[src/rtl/regs_dbg_pkg.sv]
// Shared types for the picoMIPS register-file debug dump reader.
// Holds the FSM state encoding and register-address helpers.
package regs_dbg_pkg;

    localparam int NREGS = 32;

    typedef logic [4:0] reg_addr_t;

    typedef enum logic [1:0] {
        IDLE = 2'd0,
        READ = 2'd1,
        HOLD = 2'd2,
        DONE = 2'd3
    } dump_state_t;

    // Next register address, wrapping from the top of the file back to r0.
    function automatic reg_addr_t next_addr(input reg_addr_t a);
        return reg_addr_t'((int'(a) + 1) % NREGS);
    endfunction

endpackage

[src/rtl/regs_dump.sv]
// Debug reader that walks an address range of the register file through read
// port 1, one register per borrowed cycle, and streams (address, value) words out.
module regs_dump
    import regs_dbg_pkg::*;
#(
    parameter int n  = 8,
    parameter int AW = 5
) (
    input  logic          clk,
    input  logic          reset,
    input  logic          start,
    input  logic          abort,
    input  logic [AW-1:0] first,
    input  logic [AW-1:0] last,
    output logic          port_req,
    output logic [AW-1:0] rd_addr,
    input  logic [n-1:0]  rd_data,
    output logic          out_valid,
    input  logic          out_ready,
    output logic [AW-1:0] out_addr,
    output logic [n-1:0]  out_data,
    output logic          busy,
    output logic          done
);

    dump_state_t   r_state;
    dump_state_t   w_state_next;
    logic [AW-1:0] r_idx;
    logic [AW-1:0] w_idx_next;
    logic [AW-1:0] r_last_q;
    logic [AW-1:0] w_last_next;
    logic          r_out_valid;
    logic          w_out_valid_next;
    logic [AW-1:0] r_out_addr;
    logic [AW-1:0] w_out_addr_next;
    logic [n-1:0]  r_out_data;
    logic [n-1:0]  w_out_data_next;

    always_ff @(posedge clk or posedge reset) begin
        if (reset) begin
            r_state     <= IDLE;
            r_idx       <= '0;
            r_last_q    <= '0;
            r_out_valid <= 1'b0;
            r_out_addr  <= '0;
            r_out_data  <= '0;
        end else begin
            r_state     <= w_state_next;
            r_idx       <= w_idx_next;
            r_last_q    <= w_last_next;
            r_out_valid <= w_out_valid_next;
            r_out_addr  <= w_out_addr_next;
            r_out_data  <= w_out_data_next;
        end
    end

    always_comb begin
        w_state_next     = r_state;
        w_idx_next       = r_idx;
        w_last_next      = r_last_q;
        w_out_valid_next = r_out_valid;
        w_out_addr_next  = r_out_addr;
        w_out_data_next  = r_out_data;

        // Abort outranks everything, including a handshake landing on the same edge.
        if (abort && (r_state != IDLE)) begin
            w_state_next     = IDLE;
            w_out_valid_next = 1'b0;
        end else begin
            case (r_state)
                IDLE: begin
                    if (start) begin
                        w_idx_next   = first;
                        w_last_next  = last;
                        w_state_next = READ;
                    end
                end
                READ: begin
                    w_out_data_next  = rd_data;
                    w_out_addr_next  = r_idx;
                    w_out_valid_next = 1'b1;
                    w_state_next     = HOLD;
                end
                HOLD: begin
                    if (r_out_valid && out_ready) begin
                        w_out_valid_next = 1'b0;
                        if (r_idx == r_last_q) begin
                            w_state_next = DONE;
                        end else begin
                            w_idx_next   = next_addr(r_idx);
                            w_state_next = READ;
                        end
                    end
                end
                DONE: begin
                    w_state_next = IDLE;
                end
                default: begin
                    w_state_next = IDLE;
                end
            endcase
        end
    end

    // Port ownership is a pure function of state so out_ready never reaches Raddr1 muxing.
    assign port_req  = (r_state == READ);
    assign rd_addr   = r_idx;
    assign out_valid = r_out_valid;
    assign out_addr  = r_out_addr;
    assign out_data  = r_out_data;
    assign busy      = (r_state != IDLE);
    assign done      = (r_state == DONE);

endmodule

[config.mk]
export PLATFORM = sky130hd
export DESIGN_NAME = regs_dump
export DESIGN_NICKNAME = d
export VERILOG_FILES = /design/src/rtl/regs_dbg_pkg.sv /design/src/rtl/regs_dump.sv
export SDC_FILE = /design/constraint.sdc
export NUM_CORES = 1
export LEC_CHECK = 0
export ABC_CLOCK_PERIOD_IN_PS = 3700
export CAP_MARGIN = 5
export CORE_MARGIN = 2
export CORE_UTILIZATION = 47
export DETAILED_ROUTE_END_ITERATION = 8
export GPL_TIMING_DRIVEN = 0
export HOLD_SLACK_MARGIN = 0.08
export PLACE_DENSITY_LB_ADDON = 0.3
export SLEW_MARGIN = 20
export SYNTH_ARGS = -nofsm -noshare
export SYNTH_HDL_FRONTEND = slang
export SYNTH_SLANG_ARGS = --single-unit
export TNS_END_PERCENT = 30
[constraint.sdc]
create_clock -name clk -period 3.7 [get_ports clk]
set_clock_uncertainty 0.05 [all_clocks]
set_input_delay 0.74 -clock clk [delete_from_list [all_inputs] [get_ports clk]]
set_output_delay 0.74 -clock clk [all_outputs]
set_load 0.1 [all_outputs]
Word-level counts from Yosys, hierarchy flattened
Index checks and enable logic that the tools add are counted.

storage, ports and cells
  ROM bits = 0
  output and inout port bits = 22
  latch bits = 0
  register bits after elaboration = 26
  memories = 0
  bits of input ports = 23
  RAM bits = 0

operators by class
  add/sub/neg operators = 1
  shift operators = 0
  bitwise gates (word level) = 1
  magnitude comparators = 0
  div/mod/pow operators = 0
  $mul = 0
  reduce and logical (&&, ||, !) cells = 11
  eq/ne operators = 9
  muxes and demuxes = 12

operators with widths
  kind                                           count
  two-way mux 5 bit                              3
  one-hot mux 5 bit (2 select lines)             1
  two-way mux 2 bit                              4
  one-hot mux 2 bit (4 select lines)             1
  inequality test 2 bit, second input constant   3
  inequality test 3 bit, second input constant   2
  AND reduction 2 bit                            3
  adder 5 x 1 -> 5 bit, second input constant    1
  == test 5 bit                                  1
  AND reduction 5 bit                            1
  == test 2 bit, second input constant           2
  nonzero test 2 bit                             2
  AND reduction 3 bit                            1
  nonzero test 3 bit                             1
  == test 2 x 1 -> 1 bit, second input constant  1
  logical AND 1 bit                              2
  zero test 2 bit                                1
  two-way mux 1 bit                              2
  one-hot mux 1 bit (2 select lines)             1
  inverter 1 bit                                 1

Depth between registers and ports, before layout
Gate-level depths: netlist (run 1).

  word-level depth = 5
  depth in mapped cells = 5
  depth with buffers taken out = 4

Worst setup path after synthesis (run 1)
No wires, ideal clock.

  path type = register -> register
  from = reg r_state[1]
  to = reg r_out_addr[0] (netlist: out_addr[0])
  setup time = 126 ps
  arrival time = 2107 ps
  setup slack = 1417 ps
  cell stages (with the launch flop) = 5
  path through = dfrtp_1 and2b_1 nor2b_1 buf_4 mux2_2

RTL lines
  item                           line             source
  start, declared                regs_dump.sv:26  dump_state_t r_state;
  start signal, assigned         regs_dump.sv:48  r_state <= w_state_next;
  == test 2 x 1 -> 1 bit         --
  net port_req                   regs_dump.sv:15  output logic port_req,
  AND reduction 2 bit (no line)  --
  end signal, assigned           regs_dump.sv:52  r_out_addr <= w_out_addr_next;
  end, declared                  regs_dump.sv:34  logic [AW-1:0] r_out_addr;

The timed path passes the listed nets, and every way through them passes these cells.
A chain may end at the register's enable or synchronous reset.

Worst setup path after layout (run 1)
  from = reg r_state[1]
  to = out port_req

between the ends
  word-level cells in the longest chain between the ends = 1

RTL lines
  item                    line              source
  == test 2 x 1 -> 1 bit  regs_dump.sv:106  assign port_req = (r_state == READ);
  end, declared           regs_dump.sv:15

No other way between the ends.

==> impl_metrics.py, run 1 <==
metrics = {
    "run_status": {
        "status": "finished clean",
    },
    "routing": {
        "vias": 987,
        "viasPerCell": 5.61,
        "dr.pass1.iters": 4,
        "drc": 0,
        "wl_per_cell_um": 15.1,
        "drtIter0Drc": 21,
        "wl_um": 2650,
        "ant_nets": 0,
    },
    "timing": {
        "post-route-period-util_pct": 80.5,
        "timing_hold_violations_final": 0,
        "relSlewSlack_pct": 34.4,
        "worst_pin_slew_ps": 980,
        "holdWs_ps": 472,
        "fin_crit_ps": 2980,
        "max_freq_ghz": 0.336,
        "setup_viol": 0,
        "final_max_slew_viol_count": 0,
        "tns_ps": 0,
        "grt_setup_unrepaired": "false",
    },
    "floorplan": {
        "die_area_um2": 3030,
        "die_w_um": 55.0,
        "io-pin-count": 45,
        "initial_utilization_pct": 49.4,
        "core_area_um2": 2480,
        "fp.dieH_um": 55.0,
        "rows": 18,
    },
    "clock_network": {
        "post_cts_buffers": 0,
        "cts.htree.levels": 1,
        "cts-buffers-inserted": 3,
        "cts_tree": "done",
        "cts-root-buf": "clkbuf_4",
        "clockBufferDepth": 2,
        "clock-sinks": 26,
        "cts-resized-gates": 0,
        "clk_latency_ps": 330,
        "hold_buffers": 0,
        "clkTransAtPathRegs_ps": 140,
    },
    "synth": {
        "synth-seq-cells": 26,
        "synth_area_um2": 1220,
        "synth-edff-count": 0,
        "ys.flop_type": "dfrtp_1",
        "syn_inst": 98,
        "syn_area_per_cell_um2": 12.5,
        "seq_area_frac_synth_pct": 53.2,
        "post_synth_num_cell_types": 28,
        "syn_nets": 122,
        "ys_warn_count": 0,
        "async_flop_share_pct": 100,
    },
    "setup_path": {
        "cp-end-kind": "primary output",
        "required_ps": 2910,
        "critical_path.max_fanout": 8,
        "arrival_ps": 2190,
        "start_kind": "flop",
        "path_class": "reg -> out",
    },
    "placement": {
        "hpwl_um": 1930,
        "postPlaceCellArea_um2": 1700,
        "port_buffers": 44,
        "gp_congestion": 0.772,
    },
    "final_layout": {
        "stdcell_area_um2": 1750,
        "drive_gt1_share_pct": 19.2,
        "layout_commonest_cell": "clkdlybuf4s50_1",
        "antenna_cells": 0,
        "syn_to_final_growth_pct": 43.4,
        "final_cell_mix": "clkdlybuf4s50_1 (44), dfrtp_1 (26), mux2_2 (18)",
        "fillCellCount": 185,
        "final_nets": 171,
    },
    "grt": {
        "grt_pass1_wl_um": 4110,
        "first_global_vias": 965,
        "track_usage_pct": 19.4,
        "overflow": 0,
        "grt_start_max_net_pins": 27,
        "antenna_found_initial": 0,
    },
    "worst_hold_path": {
        "hold_path_class": "reg -> reg",
    },
    "job": {
        "maxCapViolCount": 0,
    },
}
-- worst max-delay path, stage by stage (launching register included) --
cell and delay (ps):
dfrtp_1 470, and2b_1 250, clkdlybuf4s50_1 1140
-- through the flow --
step           util, %  worst slack [ps]  std cells
3_3_place_gp      68.7              1110        172
5_1_grt           70.8               637        176
2_1_floorplan        -              1420         98
3_5_place_dp      68.7              1100        172
6_report          70.8               721        176
4_1_cts           70.8               711        176
-- cell type report --
cell class | instances | area, µm² | area share [%]
clock inverter | 1 | 30.0 | 1.71
inverter | 4 | 15.0 | 0.856
clock buffer | 3 | 22.5 | 1.28
tap | 30 | 37.5 | 2.14
timing repair buffer | 44 | 440 | 25.1
sequential | 26 | 651 | 37.1
buffer | 2 | 11.3 | 0.642
multi-input combinational | 66 | 547 | 31.2
-- kinds of logic (layout without fill, tap and decap cells) --
| family | count (synthesis) | count (layout) | share of synthesized area [%] |
|---|---|---|---|
| mux | 20 | 20 | 18.6 |
| flops | 26 | 26 | 53.2 |
| compound gates | 17 | 17 | 10.7 |
| xor+xnor | 5 | 5 | 3.58 |
| simple gates | 23 | 23 | 10.7 |
| fa+ha+maj | 1 | 1 | 1.02 |
| buf+inv | 6 | 54 | 2.15 |
-- path summary, 6_finish.rpt --
kind                             start          end  slack [ps]  cells after the start
max reg2reg                 rd_addr[0]   rd_addr[1]        1840                      4
max in group asynchronous        reset   r_state[0]        2450                      2
min in group asynchronous        reset  out_data[4]         740                      2
max                         r_state[1]     port_req         720                      2
min                        out_addr[4]  out_addr[4]         470                      1
min reg2reg                out_addr[4]  out_addr[4]         470                      1
-- flip-flops by register name (all words and copies together), names as in the netlist --
name / count
out_data: 8
out_addr: 5
r_last_q: 5
out_valid: 1
rd_addr: 5
r_state: 2
-- Yosys cell counts (2+ instances only) --
master      n  area (µm²)
a211oi_1    2        15.0
a221oi_1    3        26.3
a2bb2oi_1   4        35.0
dfrtp_1    26         651
inv_1       4        15.0
mux2_2     18         203
nand2_1     6        22.5
nand2b_1    2        12.5
nand3_1     3        15.0
nor2_1      5        18.8
nor2b_1     2        12.5
o22ai_1     3        18.8
xor2_1      5        43.8
-- routing by layer --
layer	share of wire, %	vias up	global-route usage, %
met5	0	-	0
met4	3.3	0	11.8
met3	7.5	11	3.49
met2	49	51	32.7
met1	41	474	22.8
li1	-	451	-
Power of run 1 is not shown: default switching activity piles up to over one toggle a cycle in this logic, so the estimate is an artifact.
==> run 2: changes to the inputs <==
- ABC_CLOCK_PERIOD_IN_PS: 3700 -> 2400
- CORE_UTILIZATION: 47 -> 39
- clock period: 3.7 -> 2.4 ns (I/O delays scaled with it)
==> run 2 against run 1 <==
Worst setup slack got worse by 680 ps. Wire length decreased by 1.3%. Cell area increased by 2.4%. Critical path type unchanged.
==> impl_metrics.py, run 2 (synthesized netlist as in run 1, its figures left out) <==
metrics = {
    "run_status": {
        "status": "finished clean",
    },
    "grt": {
        "grt_start_max_net_pins": 27,
        "overflow": 0,
        "track_usage_pct": 15.3,
        "antenna_found_initial": 0,
        "grt_pass1_wl_um": 4060,
        "first_global_vias": 873,
    },
    "setup_path": {
        "critical_path.max_fanout": 2,
        "max_stage_delay_ps": 1130,
        "worstSetupStartpoint": "out_data[2]",
        "crit_family": "buffers and inverters",
        "crit_slowest_cell": "clkdlybuf4s50_1",
        "start_kind": "flop",
        "cp-end-kind": "primary output",
        "reg2regPathDepth": 4,
        "path_cells": "clkdlybuf4s50_1",
        "arrival_ps": 1830,
        "r2r-start": "rd_addr[0]",
        "path_class": "reg -> out",
        "crit_cells": 1,
        "path_buf_inv": 1,
        "required_ps": 1870,
    },
    "placement": {
        "port_buffers": 44,
        "hpwl_um": 1930,
        "gp_congestion": 0.801,
    },
    "timing": {
        "final_max_slew_viol_count": 0,
        "setup_viol": 0,
        "worst_pin_slew_ps": 974,
        "timing_hold_violations_final": 0,
        "fin_crit_ps": 2360,
        "grt_setup_unrepaired": "false",
        "tns_ps": 0,
        "relSlewSlack_pct": 35.0,
        "max_freq_ghz": 0.424,
        "post-route-period-util_pct": 98.2,
    },
    "final_layout": {
        "drive_gt1_share_pct": 20.5,
        "layout_commonest_cell": "dfrtp_1",
        "antenna_cells": 0,
        "largest_register_ffs": 8,
        "syn_to_final_growth_pct": 46.8,
        "final_nets": 171,
        "final_cell_mix": "dfrtp_1 (26), clkdlybuf4s50_1 (23), mux2_2 (18)",
    },
    "routing": {
        "vias": 945,
        "drtIter0Drc": 11,
        "drc": 0,
        "wl_um": 2620,
        "wl_per_cell_um": 13.8,
        "highest_layer": "met4",
        "met3WireLength_um": 128,
        "met1Wirelength_um": 1130,
        "wl_met2_um": 1290,
        "viasPerCell": 4.97,
        "ant_nets": 0,
        "dr.pass1.iters": 4,
    },
    "floorplan": {
        "rows": 20,
        "die_w_um": 60.0,
        "die_area_um2": 3600,
        "core_area_um2": 3030,
        "io-pin-count": 45,
        "initial_utilization_pct": 40.4,
        "fp.dieH_um": 60.0,
    },
    "clock_network": {
        "cts.htree.levels": 1,
        "cts-buffers-inserted": 3,
        "clk_latency_ps": 330,
        "clkTransAtPathRegs_ps": 140,
        "cts-root-buf": "clkbuf_4",
        "clockBufferDepth": 2,
        "cts_tree": "done",
        "hold_buffers": 0,
        "clock-sinks": 26,
    },
    "worst_hold_path": {
        "hp-start": "out_addr[3]",
        "hold_path_depth": 1,
        "hold_path_class": "reg -> reg",
    },
    "job": {
        "maxCapViolCount": 0,
    },
}
run 2: cell type report:
type / instances / area, µm²
plain buffers: 2 / 11.3
clock buffers: 3 / 22.5
clock inverters: 1 / 30.0
fillers: 267 / 1230
inverters: 4 / 15.0
multi-input cells: 66 / 547
flip-flops and latches: 26 / 651
well taps: 44 / 55.1
repair buffers: 44 / 465
run 2: stage by stage:
| stage | cell area (µm²) | hold WS [ps] | util (%) | cells | worst slack, ps |
|---|---|---|---|---|---|
| after CTS | 1770 | 477 | 58.3 | 190 | 0.320 |
| after floorplan | 1220 | 451 | - | 98 | 117 |
| final | 1800 | 466 | 59.3 | 190 | 42.2 |
| after global placement | 1720 | 438 | 56.8 | 186 | 54.0 |
| after global routing | 1800 | 481 | 59.3 | 190 | 1.24 |
| after detailed placement | 1720 | 445 | 56.8 | 186 | 42.6 |
run 2: timing repair:
item                                   4_1_cts  5_1_grt
endpoints found under the hold margin        0        0
gates resized for setup                     13       13
buffers inserted                             0        0
setup endpoints to repair                    9       13
run 2: layer usage:
metal  track usage, %  up-vias
met5                0        -
met4             7.94        0
met3             3.25        7
met2             24.2       23
met1             19.7      465
li1                 -      450
run 2: path summary, 6_finish.rpt:
check                               to  slack (ps)
max                        out_data[2]          40
min                        out_addr[3]         470
max reg2reg                 rd_addr[1]         570
min reg2reg                out_addr[3]         470
max in group asynchronous   r_state[0]        1370
min in group asynchronous  out_data[1]         510
Power of run 2 is left out for the same reason.
==> run 3: changes to the inputs <==
==> constraint.sdc (replaced) <==
create_clock -name clk -period 2.4 [get_ports clk]
set_clock_uncertainty 0.05 [all_clocks]
set_input_delay 0.6 -clock clk [delete_from_list [all_inputs] [get_ports clk]]
set_output_delay 0.6 -clock clk [all_outputs]
set_load 0.1 [all_outputs]
==> run 3 against run 2 <==
Wire length is 1.3% lower. Global-route usage hardly changed. Sequential share of layout area is 1.3 points higher. Die area stayed put. First-iteration DRC count is 36% higher. Register-to-register slack hardly changed. Worst setup slack better by 38 ps. Fmax is 1.6% higher. Utilization is 2.0 points lower. Worst hold slack worse by 1.6 ps. Cell area is 3.3% lower.
==> impl_metrics.py, run 3 (synthesized netlist as in run 1, its figures left out) <==
metrics = {
    "timing": {
        "post-route-period-util_pct": 96.7,
        "worst_pin_slew_ps": 964,
        "timing_hold_violations_final": 0,
        "relSlewSlack_pct": 36.0,
        "setup_viol": 0,
        "final_max_slew_viol_count": 0,
        "grt_setup_unrepaired": "false",
        "fin_crit_ps": 2320,
        "max_freq_ghz": 0.431,
    },
    "grt": {
        "overflow": 0,
        "grt_pass1_wl_um": 4070,
        "gr-usage-met2_pct": 24.2,
        "use_met1_pct": 19.8,
        "grt_start_max_net_pins": 27,
        "met3_usage_pct": 3.25,
        "antenna_found_initial": 0,
        "first_global_vias": 875,
        "track_usage_pct": 15.4,
        "grt.busiest_layer": "met2",
    },
    "setup_path": {
        "start_kind": "flop",
        "worstSetupStartpoint": "rd_addr[4]",
        "crit_slowest_cell": "dlygate4sd2_1",
        "critical_path.max_fanout": 5,
        "r2r-start": "rd_addr[0]",
        "required_ps": 1750,
        "path_buf_inv": 1,
        "path_class": "reg -> out",
        "path_cells": "dlygate4sd2_1",
        "arrival_ps": 1670,
        "max_stage_delay_ps": 880,
        "reg2reg_setup_slack_ps": 560,
        "crit_family": "buffers and inverters",
        "cp-end-kind": "primary output",
    },
    "job": {
        "maxCapViolCount": 0,
    },
    "final_layout": {
        "antenna_cells": 0,
        "layout_commonest_cell": "dfrtp_1",
        "final_nets": 171,
        "stdcell_area_um2": 1740,
        "fillCellCount": 274,
        "syn_to_final_growth_pct": 41.9,
        "final_cell_mix": "dfrtp_1 (26), clkdlybuf4s50_1 (22), mux2_2 (18)",
        "largest_register_ffs": 8,
        "drive_gt1_share_pct": 24.0,
    },
    "clock_network": {
        "clockBufferDepth": 2,
        "cts.htree.levels": 1,
        "cts_tree": "done",
        "clk_latency_ps": 330,
        "cts-root-buf": "clkbuf_4",
        "cts-buffers-inserted": 3,
        "post_cts_buffers": 0,
        "clkTransAtPathRegs_ps": 140,
        "clock-sinks": 26,
    },
    "floorplan": {
        "initial_utilization_pct": 40.4,
        "io-pin-count": 45,
        "fp.dieH_um": 60.0,
        "rows": 20,
        "core_area_um2": 3030,
        "die_w_um": 60.0,
        "die_area_um2": 3600,
    },
    "worst_hold_path": {
        "hp-start": "out_addr[3]",
        "hold_path_class": "reg -> reg",
    },
    "routing": {
        "wl_um": 2580,
        "vias": 945,
        "drc": 0,
        "dr.pass1.iters": 4,
        "ant_nets": 0,
        "drtIter0Drc": 15,
        "wl_per_cell_um": 13.6,
        "viasPerCell": 4.97,
    },
    "placement": {
        "gp_congestion": 0.801,
        "postPlaceCellArea_um2": 1720,
        "hpwl_um": 1930,
        "port_buffers": 44,
    },
    "run_status": {
        "status": "finished clean",
    },
}
-- run 3: cell types whose count changed in the layout (fill, tap and decap cells not counted), sizes merged --
| cell | previous run | this run |
|---|---|---|
| dlymetal6s2s | 12 | 0 |
| dlygate4sd2 | 6 | 15 |
| clkbuf | 4 | 8 |
| clkdlybuf4s50 | 23 | 22 |
-- run 3: routing by layer --
metal  wire length, µm  vias to the layer above
met1              1110                      465
met2              1270                       23
met3               127                        7
li1                  -                      450
met5                 0                        -
met4                74                        0
-- run 3: worst paths after layout --
path / to / depth (start not counted)
setup / recovery: rd_addr[4] / 1
hold / removal: out_addr[3] / 1
setup reg to reg: rd_addr[1] / 4
hold reg to reg: out_addr[3] / 1
max in group asynchronous: r_state[0] / 2
min in group asynchronous: out_data[1] / 2
-- run 3: through the flow --
step                TNS (ps)  hold slack (ps)  setup WS, ps  instances  utilization (%)
finish                     0              464          79.7        190             57.4
global route               0              481          17.3        190             57.4
CTS                        0              472          1.03        190             57.9
detailed placement     -83.4              445         -77.4        186             56.8
global placement       -66.0              438         -66.0        186             56.8
floorplan                  0              451           117         98                -
-- run 3: what timing repair did --
| item | in CTS | in global routing |
|---|---|---|
| setup endpoints to repair | 22 | 4 |
| hold buffers | 0 | 0 |
| resized for setup | 29 | 7 |
-- run 3: layout make-up --
type | instances | area (µm²) | area share (%)
inverters | 4 | 15.0 | 0.865
well taps | 44 | 55.1 | 3.17
flip-flops and latches | 26 | 651 | 37.5
clock buffers | 3 | 22.5 | 1.30
clock inverters | 1 | 30.0 | 1.73
multi-input cells | 66 | 547 | 31.5
repair buffers | 44 | 405 | 23.3
plain buffers | 2 | 11.3 | 0.648
Power of run 3 is left out for the same reason.
